File: src/rtl/wave_synth.sv
// Sample-rate waveform synthesiser: phase accumulator, shape, gain, LFSR noise
// and saturation, producing one 8-bit unsigned sample every SAMPLE_DIV clocks.
module wave_synth #(
    parameter int unsigned SAMPLE_DIV = 50,
    parameter logic [15:0] LFSR_SEED  = 16'hACE1
) (
    input  logic       clk,
    input  logic       rst_n,
    input  logic [3:0] amp_factor,
    input  logic [3:0] freq_factor,
    input  logic [4:0] noise_amp_factor,
    input  logic [1:0] wave_sel,
    input  logic       noise_en,
    output logic [7:0] sample,
    output logic       sample_valid,
    output logic       phase_wrap
);
    localparam int unsigned   CW      = (SAMPLE_DIV > 2) ? $clog2(SAMPLE_DIV) : 1;
    localparam logic [CW-1:0] CNT_MAX = CW'(SAMPLE_DIV - 1);

    logic [CW-1:0] cnt_q, cnt_d;
    logic          tick;

    // Stage 0: phase, LFSR and a snapshot of the controls for this sample
    logic [15:0] phase_q, lfsr_q, lfsr_d;
    logic        wrap0_q, v0_q;
    logic [3:0]  amp0_q;
    logic [4:0]  namp0_q;
    logic [1:0]  sel0_q;
    logic        nen0_q;
    logic [4:0]  freq_inc;
    logic [16:0] phase_sum;

    // Stage 1: shape and gain
    logic [7:0]         p, u, s8;
    logic signed [12:0] amp_prod, amp_shr, noise_prod, noise_shr;
    logic [8:0]         a_d, a1_q;
    logic [7:0]         nz_d, nz1_q;
    logic               wrap1_q, v1_q;

    // Stage 2: sum and saturate
    logic signed [10:0] sum_d;
    logic [7:0]         sat_d, sample_q;
    logic               sample_valid_q, phase_wrap_q;

    assign tick      = (cnt_q == CNT_MAX);
    assign cnt_d     = tick ? '0 : cnt_q + 1'b1;
    assign freq_inc  = {1'b0, freq_factor} + 5'd1;
    assign phase_sum = {1'b0, phase_q} + {6'b0, freq_inc, 6'b0};
    assign lfsr_d    = lfsr_q[0] ? ((lfsr_q >> 1) ^ 16'hB400) : (lfsr_q >> 1);

    always_ff @(posedge clk or negedge rst_n) begin
        if (!rst_n) begin
            cnt_q   <= '0;
            phase_q <= '0;
            lfsr_q  <= LFSR_SEED;
            wrap0_q <= 1'b0;
            v0_q    <= 1'b0;
            amp0_q  <= '0;
            namp0_q <= '0;
            sel0_q  <= '0;
            nen0_q  <= 1'b0;
        end else begin
            cnt_q <= cnt_d;
            v0_q  <= tick;
            if (tick) begin
                phase_q <= phase_sum[15:0];
                wrap0_q <= phase_sum[16];
                lfsr_q  <= lfsr_d;
                amp0_q  <= amp_factor;
                namp0_q <= noise_amp_factor;
                sel0_q  <= wave_sel;
                nen0_q  <= noise_en;
            end
        end
    end

    always_comb begin
        p = phase_q[15:8];
        u = 8'd128;
        case (sel0_q)
            2'b00:   u = p[7] ? ~{p[6:0], 1'b0} : {p[6:0], 1'b0};
            2'b01:   u = p[7] ? 8'd0 : 8'd255;
            2'b10:   u = p;
            default: u = 8'd128;
        endcase
    end

    // u - 128 in two's complement is u with the msb inverted
    assign s8         = {~u[7], u[6:0]};
    assign amp_prod   = $signed({{5{s8[7]}}, s8}) * $signed({9'b0, amp0_q});
    assign amp_shr    = amp_prod >>> 3;
    assign noise_prod = $signed({{5{lfsr_q[7]}}, lfsr_q[7:0]}) * $signed({8'b0, namp0_q});
    assign noise_shr  = noise_prod >>> 5;
    assign a_d        = amp_shr[8:0];
    assign nz_d       = nen0_q ? noise_shr[7:0] : 8'd0;

    always_ff @(posedge clk or negedge rst_n) begin
        if (!rst_n) begin
            a1_q    <= '0;
            nz1_q   <= '0;
            wrap1_q <= 1'b0;
            v1_q    <= 1'b0;
        end else begin
            v1_q <= v0_q;
            if (v0_q) begin
                a1_q    <= a_d;
                nz1_q   <= nz_d;
                wrap1_q <= wrap0_q;
            end
        end
    end

    assign sum_d = $signed({{2{a1_q[8]}}, a1_q}) + $signed({{3{nz1_q[7]}}, nz1_q}) + 11'sd128;

    always_comb begin
        sat_d = sum_d[7:0];
        if (sum_d[10]) begin
            sat_d = 8'd0;
        end else if (sum_d[9:8] != 2'b00) begin
            sat_d = 8'd255;
        end
    end

    always_ff @(posedge clk or negedge rst_n) begin
        if (!rst_n) begin
            sample_q       <= 8'd128;
            sample_valid_q <= 1'b0;
            phase_wrap_q   <= 1'b0;
        end else begin
            sample_valid_q <= v1_q;
            phase_wrap_q   <= v1_q & wrap1_q;
            if (v1_q) begin
                sample_q <= sat_d;
            end
        end
    end

    assign sample       = sample_q;
    assign sample_valid = sample_valid_q;
    assign phase_wrap   = phase_wrap_q;
endmodule

File: config.mk
export PLATFORM = sky130hd
export DESIGN_NAME = wave_synth
export DESIGN_NICKNAME = d
export VERILOG_FILES = /design/src/rtl/wave_synth.sv
export SDC_FILE = /design/constraint.sdc
export NUM_CORES = 1
export LEC_CHECK = 0
export ABC_AREA = 0
export CAP_MARGIN = 40
export CORE_UTILIZATION = 64
export CTS_BUF_LIST = sky130_fd_sc_hd__clkbuf_8
export CTS_CLUSTER_SIZE = 16
export DETAILED_ROUTE_END_ITERATION = 6
export GPL_TIMING_DRIVEN = 1
export PLACE_DENSITY = 0.86
export RECOVER_POWER = 100
export SLEW_MARGIN = 20
export SYNTH_ARGS = -nofsm -noshare
export SYNTH_HDL_FRONTEND = slang
export SYNTH_SLANG_ARGS = --single-unit
File: constraint.sdc
create_clock -name clk -period 5.3 [get_ports clk]
set_input_delay 1.59 -clock clk [delete_from_list [all_inputs] [get_ports clk]]
set_output_delay 1.59 -clock clk [all_outputs]
set_load 0.01 [all_outputs]
==> reports/metrics.csv <==
stage,metric,value,unit
status,status,finished with violations,
status,violated checks,"max-capacitance violations, max-slew violations",
cts,CTS buffer count,9,
sta,Worst Max-Slew Pin Slew,1.97,ns
power_and_ir_drop,PwrDens,165,mW/mm2
sta,Slew HR,-31.0,%
global_routing,antenna violations before repair,0,
synth,Post-Synthesis Net Count,785,
cts,later-pin clock latency in the skew report,0.35,ns
power_and_ir_drop,Int Power,872,uW
critical_path,"Critical Path, Cell by Cell","nor4b_1, a21o_1, or2_0, and2_0, ha_1, inv_1, fa_1, fa_1, inv_1, ha_1, nor2b_1, o21ai_0, nand2b_1, a21o_1, a221oi_1, xor2_1, mux2i_1",
cts,Max clock buf depth,2,
hold_path,Worst Hold Class,reg2reg,
placement,Post-DP Area,0.00662,mm2
critical_path,crit path from,phase_q[15],
sta,Slew Limit Fails,116,
detailed_routing,Routed WL,11.8,mm
power_and_ir_drop,Switching Fraction,21.6,%
synth,Synth cell types,56,
die,Rows,35,
detailed_routing,routed vias,4485,
power_and_ir_drop,part of the power in registers,51.5,%
die,Die Width,101,um
cts,Hold Buf Count CTS,0,
global_routing,Total GRT Usage,26.2,%
sta,crit share post-route,87.6,%
synth,Main synth FF type,dfrtp_1,
layout,ANT cells,0,
hold_path,Hold Crit Start,lfsr_q[15],
cts,clock-pin slew on the worst setup and hold paths,0.08,ns
detailed_routing,Post-DRT Antenna Nets,0,
critical_path,kind of critical path,reg2reg,
critical_path,worst flop-to-flop path startpoint,phase_q[15],
synth,register bit total from synthesis,75,
critical_path,CP max stage cell,dfrtp_1,
critical_path,slowest cell delay on critical path,0.66,ns
synth,Synth Instances,661,
cts,CTS root buf,clkbuf_8,
synth,Syn. warnings,0,
synth,syn avg cell area,9.40,um2
cts,Post-CTS Setup Bufs,0,
critical_path,CP endpoint kind,flip-flop,
cts,CTS sink cnt,75,
sta,Max Clk Rate,215,MHz
layout,final instance area,0.00675,mm2
layout,"commonest cells after routing, fill and taps aside","113 x nand2_1, 81 x inv_1, 66 x dfrtp_1, 65 x ha_1, 50 x and2_1",
sta,Fin Setup TNS,0,ns
detailed_routing,drt pass-1 iters,5,
detailed_routing,DR WL/cell,14.4,um
detailed_routing,DRC violations left,0,
synth,post-synthesis sequential area ratio,30.4,%
layout,fill count,689,
layout,non-filler instance count after layout,819,
critical_path,WP data required,5.50,ns
cts,CTS tree,yes,
synth,mapped cell area,0.00621,mm2
sta,setup repair after global routing missed its margin,false,
synth,"FFs w/ async S/R, synth",100,%
power_and_ir_drop,Leakage,0.00363,uW
critical_path,WP data arrival,4.85,ns
placement,Detail Placement HPWL,9.29,mm
global_routing,number of global-route vias before repair,4763,
detailed_routing,Detailed Route Iter0 Violations,124,
global_routing,largest net degree at the start of global routing,45,
layout,"most common cell after layout, fill and taps aside",nand2_1,
sta,Clock Skew,0.00800,ns
die,die area,0.0101,mm2
global_routing,first-pass GRT wire length,20.8,mm
placement,Placed Instances,803,
global_routing,total grt overflow,0,
die,IO Count,28,
placement,Final Wtd Congestion,0.873,
layout,layout cells sized above 1,5.36,%
sta,Fin. Hold Viols,0,
power_and_ir_drop,combinational share of power,4.7,%
power_and_ir_drop,Psw,241,uW
die,initial core utilization,66.6,%
synth,"EDFF count, synth",0,
sta,minimum clock period,4.64,ns
flow_run,Max Cap Viol,3,
layout,synth-to-layout area growth,8.54,%
sta,final setup fails,0,
cts,htree depth,3,
power_and_ir_drop,Peak VDD IR,0.145,mV
layout,Nets,809,
die,Core Area,0.00933,mm2
placement,PortBufs,27,
critical_path,CP max FO,12,
sta,Min Hold Slack,0.463,ns
power_and_ir_drop,PnR Total Power,1110,uW
critical_path,critical path startpoint category,flip-flop,
detailed_routing,vias per cell,5.48,
cts,Resize count post-CTS,0,
die,Die Span Y,101,um
power_and_ir_drop,share of total power in the clock network,43.8,%
==> area by class of cell <==
| cell class | count | area, um2 | area share [%] |
|---|---|---|---|
| flip-flops and latches | 75 | 1890 | 28.0 |
| well taps | 129 | 161 | 2.39 |
| clock buffers | 10 | 138 | 2.04 |
| clock inverters | 6 | 81.3 | 1.21 |
| multi-input cells | 488 | 3890 | 57.7 |
| inverters | 81 | 304 | 4.51 |
| repair buffers | 30 | 284 | 4.21 |
==> per-layer routing <==
layer | GRT usage, % | routed length, um | part of all wire (%) | vias up
li1 | - | - | - | 2186
met1 | 32.2 | 5170 | 44 | 2181
met2 | 46.4 | 6000 | 51 | 90
met3 | 4.23 | 330 | 2.8 | 28
met4 | 10.0 | 298 | 2.5 | 0
met5 | 0 | 0 | 0 | -
==> through the flow <==
step	setup WS, ns	util [%]
2_1_floorplan	1.26	-
3_3_place_gp	1.01	70.4
3_5_place_dp	0.788	70.9
4_1_cts	0.772	73.3
5_1_grt	0.277	72.3
6_report	0.656	72.3
==> critical path, delay by kind of cell (launching register included) <==
kind / cells / cell delay [ns]
DFF: 1 / 0.66
AOI/OAI and AO/OA: 4 / 0.83
and+or+nand+nor: 5 / 1.04
adders and majority gates: 4 / 1.57
buffers and inverters: 2 / 0.12
muxes: 1 / 0.09
xor gates and xnor gates: 1 / 0.19
==> sequential cells by signal, summed over array words and instances, names as in the netlist, 2 cells and up <==
name / flops
a1_q: 9
amp0_q: 4
cnt_q: 6
lfsr_q: 16
namp0_q: 5
nz1_q: 8
phase_q: 10
sample: 8
sel0_q: 2
==> Yosys cell counts, types with 2 or more instances <==
cell | n | area share [%]
xnor2_1 | 31 | 4.4
nand4_1 | 3 | 0.30
nand2b_1 | 6 | 0.60
a22o_1 | 2 | 0.28
o21ai_1 | 2 | 0.16
mux2_2 | 7 | 1.3
clkbuf_1 | 10 | 0.60
nor2b_1 | 15 | 1.5
o21ai_2 | 2 | 0.28
inv_2 | 2 | 0.12
nor3_1 | 3 | 0.24
a21o_1 | 13 | 1.6
and3_1 | 7 | 0.70
nand2_1 | 113 | 6.8
mux2i_1 | 3 | 0.48
inv_1 | 79 | 4.8
nand3_1 | 5 | 0.40
o22ai_1 | 7 | 0.70
o21ai_0 | 15 | 1.2
buf_2 | 2 | 0.16
buf_4 | 2 | 0.24
a21oi_2 | 2 | 0.28
a211oi_1 | 4 | 0.48
and2_1 | 55 | 5.5
o21a_1 | 3 | 0.36
fa_1 | 41 | 13
xor2_1 | 20 | 2.8
dfstp_2 | 9 | 3.8
nor2_1 | 19 | 1.1
dfrtp_1 | 66 | 27
ha_1 | 65 | 13
a21oi_1 | 24 | 1.9
==> worst paths after layout <==
kind	to	slack, ns	cells past startpoint
worst min register to register	lfsr_q[15]	0.46	2
worst max-delay path	a1_q[7]	0.66	17
min in group asynchronous	a1_q[8]	1.65	1
max in group asynchronous	lfsr_q[3]	0.97	2
worst max register to register	a1_q[7]	0.66	17
worst min-delay path	lfsr_q[15]	0.46	2
==> cell families (layout without fill, tap and decap cells) <==
group           Yosys count  after routing  share of synthesized area (%)
simple gates            233            233                           18.1
fa+ha+maj               106            106                           26.3
buf+inv                  98            127                           6.22
compound gates           87             87                           9.83
flops                    75             75                           30.4
xor+xnor                 52             52                           7.45
mux                      10             10                           1.75
==> power groups by stage <==
| stage | Sequential [uW] | Combinational, uW | Clock, uW |
|---|---|---|---|
| global route | 573 | 60.3 | 516 |
| floorplan | 585 | 23.7 | 0 |
| global placement | 585 | 50.8 | 0 |
| CTS | 573 | 55.5 | 495 |
| finish | 574 | 52.2 | 487 |
| detailed placement | 585 | 55.2 | 0 |
Note: power is estimated with default switching activity, not from simulation.
